==> src/rtl/udma_adc_ts_sampler_if.sv <==
// uDMA RX stream bundle: 32-bit data word with valid/ready handshake.
// The master drives data, datasize and valid; the slave drives ready.
interface udma_adc_ts_sampler_if;
  logic [31:0] data;
  logic [1:0]  datasize;
  logic        valid;
  logic        ready;

  modport master (
    output data,
    output datasize,
    output valid,
    input  ready
  );

  modport slave (
    input  data,
    input  datasize,
    input  valid,
    output ready
  );
endinterface

==> src/rtl/udma_adc_ts_sampler.sv <==
// ADC event timestamp sampler feeding the uDMA RX stream through a FIFO.
// Define ADC_TS_BOTH_EDGES_EN to also capture falling edges.
module udma_adc_ts_sampler #(
  parameter int NUM_CH     = 4,
  parameter int TS_WIDTH   = 28,
  parameter int FIFO_DEPTH = 4
) (
  input  logic                clk_i,
  input  logic                rstn_i,
  input  logic [TS_WIDTH-1:0] ts_i,
  input  logic [NUM_CH-1:0]   ch_evt_i,
  input  logic                rx_en_i,
  input  logic                rx_clr_i,
  udma_adc_ts_sampler_if.master rx,
  output logic                ovf_o,
  output logic [NUM_CH-1:0]   pending_o
);

`ifdef ADC_TS_BOTH_EDGES_EN
  localparam int NSLOT = 2 * NUM_CH;
`else
  localparam int NSLOT = NUM_CH;
`endif
  localparam int SW = (NSLOT > 1) ? $clog2(NSLOT) : 1;
  localparam int AW = $clog2(FIFO_DEPTH);
  localparam int CW = AW + 1;

  typedef enum logic {IDLE, PUSH} state_t;

  state_t state, state_nx;

  logic [NUM_CH-1:0]   sync1, sync2, hist;
  logic [NSLOT-1:0]    edge_det, pend, pend_nx;
  logic [NSLOT-1:0]    clr_slot, load;
  logic [TS_WIDTH-1:0] cap [NSLOT];
  logic                ovf_nx;
  logic [SW-1:0]       sel;
  logic                any_pend, full;
  logic                do_push, do_pop;
  logic [3:0]          idx;
  logic [27:0]         ts_ext;
  logic [31:0]         word;
  logic [31:0]         mem [FIFO_DEPTH];
  logic [AW-1:0]       wptr, rptr;
  logic [CW-1:0]       count;

  always_ff @(posedge clk_i or negedge rstn_i) begin
    if (!rstn_i) begin
      sync1 <= '0;
      sync2 <= '0;
      hist  <= '0;
    end else begin
      sync1 <= ch_evt_i;
      sync2 <= sync1;
      hist  <= sync2;
    end
  end

  // Slot 2c is the rising edge of channel c, 2c+1 the falling one.
  always_comb begin
    edge_det  = '0;
    pending_o = '0;
    for (int c = 0; c < NUM_CH; c++) begin
`ifdef ADC_TS_BOTH_EDGES_EN
      edge_det[2*c]   = sync2[c] & ~hist[c];
      edge_det[2*c+1] = ~sync2[c] & hist[c];
      pending_o[c]    = pend[2*c] | pend[2*c+1];
`else
      edge_det[c]  = sync2[c] & ~hist[c];
      pending_o[c] = pend[c];
`endif
    end
  end

  always_comb begin
    sel = '0;
    for (int i = NSLOT - 1; i >= 0; i--) begin
      if (pend[i]) sel = SW'(i);
    end
  end

  assign any_pend = |pend;
  assign full     = (count == CW'(FIFO_DEPTH));

  always_ff @(posedge clk_i or negedge rstn_i) begin
    if (!rstn_i) state <= IDLE;
    else         state <= state_nx;
  end

  always_comb begin
    state_nx = state;
    do_push  = 1'b0;
    unique case (state)
      IDLE: begin
        if (any_pend && !full) state_nx = PUSH;
      end
      PUSH: begin
        if (any_pend && !full) do_push  = 1'b1;
        else                   state_nx = IDLE;
      end
    endcase
    if (rx_clr_i) begin
      state_nx = IDLE;
      do_push  = 1'b0;
    end
  end

  // A new edge on the slot being drained re-arms it instead of overflowing.
  always_comb begin
    clr_slot = '0;
    if (do_push) clr_slot[sel] = 1'b1;
    load    = edge_det & {NSLOT{rx_en_i & ~rx_clr_i}}
            & (~pend | clr_slot);
    pend_nx = (pend & ~clr_slot) | load;
    ovf_nx  = ovf_o
            | (|(edge_det & {NSLOT{rx_en_i}} & pend & ~clr_slot));
    if (rx_clr_i) begin
      pend_nx = '0;
      ovf_nx  = 1'b0;
    end
  end

  always_ff @(posedge clk_i or negedge rstn_i) begin
    if (!rstn_i) begin
      pend  <= '0;
      ovf_o <= 1'b0;
      for (int i = 0; i < NSLOT; i++) cap[i] <= '0;
    end else begin
      pend  <= pend_nx;
      ovf_o <= ovf_nx;
      for (int i = 0; i < NSLOT; i++) begin
        if (load[i]) cap[i] <= ts_i;
      end
    end
  end

  always_comb begin
    ts_ext = '0;
    ts_ext[TS_WIDTH-1:0] = cap[sel];
`ifdef ADC_TS_BOTH_EDGES_EN
    idx = {~sel[0], 3'(sel >> 1)};
`else
    idx = 4'(sel);
`endif
    word = {idx, ts_ext};
  end

  assign do_pop = rx.valid & rx.ready;

  always_ff @(posedge clk_i or negedge rstn_i) begin
    if (!rstn_i) begin
      wptr  <= '0;
      rptr  <= '0;
      count <= '0;
      for (int i = 0; i < FIFO_DEPTH; i++) mem[i] <= '0;
    end else if (rx_clr_i) begin
      wptr  <= '0;
      rptr  <= '0;
      count <= '0;
    end else begin
      if (do_push) begin
        mem[wptr] <= word;
        wptr      <= wptr + AW'(1);
      end
      if (do_pop) rptr <= rptr + AW'(1);
      count <= count + CW'(do_push) - CW'(do_pop);
    end
  end

  assign rx.valid    = (count != '0);
  assign rx.data     = mem[rptr];
  assign rx.datasize = 2'b10;

endmodule
==> src/flat_wrapper.sv <==
// flat-port wrapper written by rule: the top's interface ports become plain ports
module udma_adc_ts_sampler_flat 
#(
  parameter int NUM_CH     = 4,
  parameter int TS_WIDTH   = 28,
  parameter int FIFO_DEPTH = 4
)
  (clk_i, rstn_i, ts_i, ch_evt_i, rx_en_i, rx_clr_i, ovf_o, pending_o, rx_data, rx_datasize, rx_valid, rx_ready);
  udma_adc_ts_sampler_if rx_i ();
  input  logic clk_i;
  input  logic rstn_i;
  input  logic [TS_WIDTH-1:0] ts_i;
  input  logic [NUM_CH-1:0] ch_evt_i;
  input  logic rx_en_i;
  input  logic rx_clr_i;
  output logic ovf_o;
  output logic [NUM_CH-1:0] pending_o;
  output wire logic [$bits(rx_i.data)-1:0] rx_data;
  output wire logic [$bits(rx_i.datasize)-1:0] rx_datasize;
  output wire logic [$bits(rx_i.valid)-1:0] rx_valid;
  input wire logic [$bits(rx_i.ready)-1:0] rx_ready;
  assign rx_data = rx_i.data;
  assign rx_datasize = rx_i.datasize;
  assign rx_valid = rx_i.valid;
  assign rx_i.ready = rx_ready;
  udma_adc_ts_sampler #(.NUM_CH(NUM_CH), .TS_WIDTH(TS_WIDTH), .FIFO_DEPTH(FIFO_DEPTH)) u_core (.clk_i(clk_i), .rstn_i(rstn_i), .ts_i(ts_i), .ch_evt_i(ch_evt_i), .rx_en_i(rx_en_i), .rx_clr_i(rx_clr_i), .rx(rx_i), .ovf_o(ovf_o), .pending_o(pending_o));
endmodule
==> config.mk <==
export PLATFORM = sky130hd
export DESIGN_NAME = udma_adc_ts_sampler_flat
export DESIGN_NICKNAME = d
export VERILOG_FILES = /design/src/rtl/udma_adc_ts_sampler_if.sv /design/src/rtl/udma_adc_ts_sampler.sv /design/src/flat_wrapper.sv
export SDC_FILE = /design/constraint.sdc
export NUM_CORES = 1
export LEC_CHECK = 0
export CORE_UTILIZATION = 40
export DETAILED_ROUTE_END_ITERATION = 10
export GPL_TIMING_DRIVEN = 0
export PLACE_DENSITY = 0.66
export SETUP_SLACK_MARGIN = 0.5
export SLEW_MARGIN = 40
export SYNTH_ARGS = -nofsm -noshare
export SYNTH_HDL_FRONTEND = slang
export SYNTH_SLANG_ARGS = --single-unit
==> constraint.sdc <==
create_clock -name clk_i -period 5.9 [get_ports clk_i]
set_input_delay 0.59 -clock clk_i [delete_from_list [all_inputs] [get_ports clk_i]]
set_output_delay 0.59 -clock clk_i [all_outputs]
set_load 0.01 [all_outputs]
==> impl_metrics.toml <==
[outcome]
status = "complete, but fails checks"
violations = "hold timing"

[clock_tree]
post_cts_buffers = 0
cts_inserted_buffers = 28
cts_hold_buffers = 0
clk_pin_slew_ps = 60
worstSkewPairLatency_ps = 540
cts.sinks = 257
cts_buffer_depth = 3
htree_levels = 1
ctsResizeCount = 0
cts_tree = "built"
root_buffer = "clkbuf_16"

[routing]
drc_errors = 0
via_count = 6575
wl_per_cell_um = 19.1
drtAntennaViolNets = 0
drt-initial-drc-count = 354
wl_um = 24300
viasPerCell = 5.17
drt_pass1_iterations = 6

[timing]
max-slew-margin-rel_pct = 53.6
holdWs_ps = -6.63
finalSetupTns_ps = 0
fin_skew_ps = 8.94
worstMarginPinSlew_ps = 696
timing.final.crit_period_ps = 3240
setup_ws_ps = 2660
setup_viol = 0
hold_viol = 7
slew_violations = 0
clock.fmax_mhz = 309
rsz0062_at_grt = "no"
finalCritPeriodShare_pct = 54.9

[synthesis]
async_reset_ff_share_pct = 100
ys_warn_count = 0
yosysMostFrequentCell = "dfrtp_1"
synth.avg_cell_area_um2 = 15.0
yosys_most_used_dff = "dfrtp_1"
synthDistinctLibCells = 49
yosys.area.top_type = "dfrtp_1"
ys_seq_area_share_pct = 55.9
synth_edf_count = 0
yosys-top-cells-count = "dfrtp_1, mux2_2, nand2_1, a21oi_1, nand3b_1"
synth.top_cells.by_area = "dfrtp_1, mux2_2, mux4_2"
synth_seq_cells = 257
syn_area_um2 = 11500
synth_top_area_share_pct = 55.9
synthCells = 765

[critical_path]
cpMaxStageDelayCell = "mux4_2"
critPathMaxStageDelay_ps = 600
rr_endpoint = "u_core.count[2]"
cp_max_fo = 10
worst_setup_path_end_kind = "output port"
path_cells = "clkbuf_1, buf_2, mux4_2, clkdlybuf4s50_1"
crit_buf_inv = 3
r2r_cells = 11
worstPathArrival_ps = 2650
ff2ff_setup_slack_ps = 3230
crit_type = "reg2out"
critPathLaunchType = "flop"
crit_required_ps = 5310
critPathTopFamily = "buffers and inverters"
r2r_start = "u_core.pending_o[0]"

[placed_design]
gp_congestion = 0.766
dp_hpwl_um = 16500
place_ws_ps = 3090
portBuffers = 71

[floorplan]
fp.dieH_um = 172
die_w_um = 172
io_pins = 77
dieArea_um2 = 29400
num_rows = 61
start_util_pct = 41.0
core_um2 = 28000

[worst_hold_path]
min_path_type = "in2async"

[layout]
synthToLayoutAreaGrowth_pct = 19.2
drive_above_1_share_pct = 40.0
multiInputGateArea_um2 = 4610
seqCellArea_um2 = 6430
num-fill-cells = 2457
fin_nets = 915

[power_and_ir_drop]
netSwitchingFraction_pct = 26.7
comb_power_share_pct = 24.7
powerDensity_nw_per_um2 = 386
p_int_uw = 3880
p_sw_uw = 1410
seqPwrFrac_pct = 42.6
ir_worst_vdd_mv = 0.198
p_clk_share_pct = 32.7
p_leak_uw = 0.00617

[job]
max-cap-violations = 0

[global_route]
grt_pass1_vias = 7074
antenna_found_initial = 1
grt_pass1_wl_um = 39900
grt_overflow = 0
grt_max_degree = 76
grtUsageTotal_pct = 17.6
## power by group through the flow
| stage | combinational [uW] | sequential (uW) | clock, uW |
|---|---|---|---|
| 5_1_grt | 1420 | 2300 | 1850 |
| 3_3_place_gp | 1300 | 2270 | 0 |
| 3_5_place_dp | 1330 | 2280 | 0 |
| 2_1_floorplan | 836 | 2230 | 0 |
| 4_1_cts | 1330 | 2250 | 1770 |
| 6_report | 1310 | 2250 | 1730 |
## logic make-up (layout without fill, tap and decap cells)
| group | after synthesis | count (layout) | share of synthesized area (%) |
|---|---|---|---|
| mux | 263 | 263 | 29.3 |
| flops | 257 | 257 | 55.9 |
| fa+ha+maj | 7 | 7 | 0.827 |
| simple gates | 95 | 95 | 4.85 |
| buf+inv | 65 | 190 | 4.05 |
| xor+xnor | 5 | 5 | 0.381 |
| other cells | 2 | 5 | 0.0653 |
| compound gates | 71 | 71 | 4.59 |
## state kept, by name, summed over array words and instances (netlist names)
signal / flops
u_core.cap: 112
u_core.pending_o: 4
u_core.mem: 120
u_core.ovf_o: 1
u_core.wptr: 2
u_core.sync1: 4
u_core.sync2: 4
u_core.hist: 4
u_core.count: 3
u_core.rptr: 2
u_core.state: 1
## per-stage QoR
step           power (uW)  utilization [%]  cell area, um2  hold slack (ps)  std cells
2_1_floorplan        3070                -           11500              294        767
3_3_place_gp         3580             45.3           12700              333       1216
3_5_place_dp         3610             45.6           12800              335       1219
4_1_cts              5360             48.9           13700             6.93       1270
5_1_grt              5560             48.9           13700             24.5       1271
6_report             5290             48.9           13700            -6.63       1271
## worst max-delay path by stage
stage	from	to	slack, ps	cells past startpoint
finish	u_core.rptr[0]	rx_data[18]	2660	4
global route	u_core.rptr[0]	rx_data[18]	2470	4
CTS	u_core.rptr[0]	rx_data[19]	2580	4
detailed placement	rx_clr_i	u_core.count[2]	3090	10
global placement	rstn_i	u_core.mem[71]	-6910	1
floorplan	rx_clr_i	u_core.count[2]	3470	10
## area by class of cell
| class | count | area share (%) |
|---|---|---|
| Antenna cell | 1 | 0.0183 |
| Buffer | 56 | 3.15 |
| Clock buffer | 47 | 6.59 |
| Clock inverter | 4 | 0.164 |
| Inverter | 9 | 0.247 |
| Multi-Input combinational cell | 445 | 33.6 |
| Sequential cell | 257 | 46.9 |
| Tap cell | 378 | 3.45 |
| Timing Repair Buffer | 74 | 5.83 |
## per-layer routing
metal  part of all wire, %  global-route usage, %  vias to the layer above
met5                     0                      0                        -
met4                   2.3                   4.77                        0
met3                   3.0                   2.35                       39
met2                    46                   28.1                       92
met1                    48                   25.2                     3435
li1                      -                      -                     3009
## layout by cell type, fill, tap and decap left out, types with 2 or more instances in the layout
cell,instances
xnor2_1,3
a21oi_1,33
mux2_4,18
or3_1,2
xor2_1,2
mux4_2,30
clkbuf_16,29
nand3b_1,32
ha_1,6
clkinv_2,3
buf_1,3
buf_4,7
buf_16,3
inv_1,9
buf_6,21
dfrtp_1,257
nor3_1,2
a221o_1,28
buf_2,8
nand2_1,35
clkdlybuf4s50_1,70
clkbuf_8,11
a211o_1,2
buf_8,2
nor2_1,9
mux2_2,214
clkbuf_1,22
conb_1,4
Power figures use the tool's default switching activity.
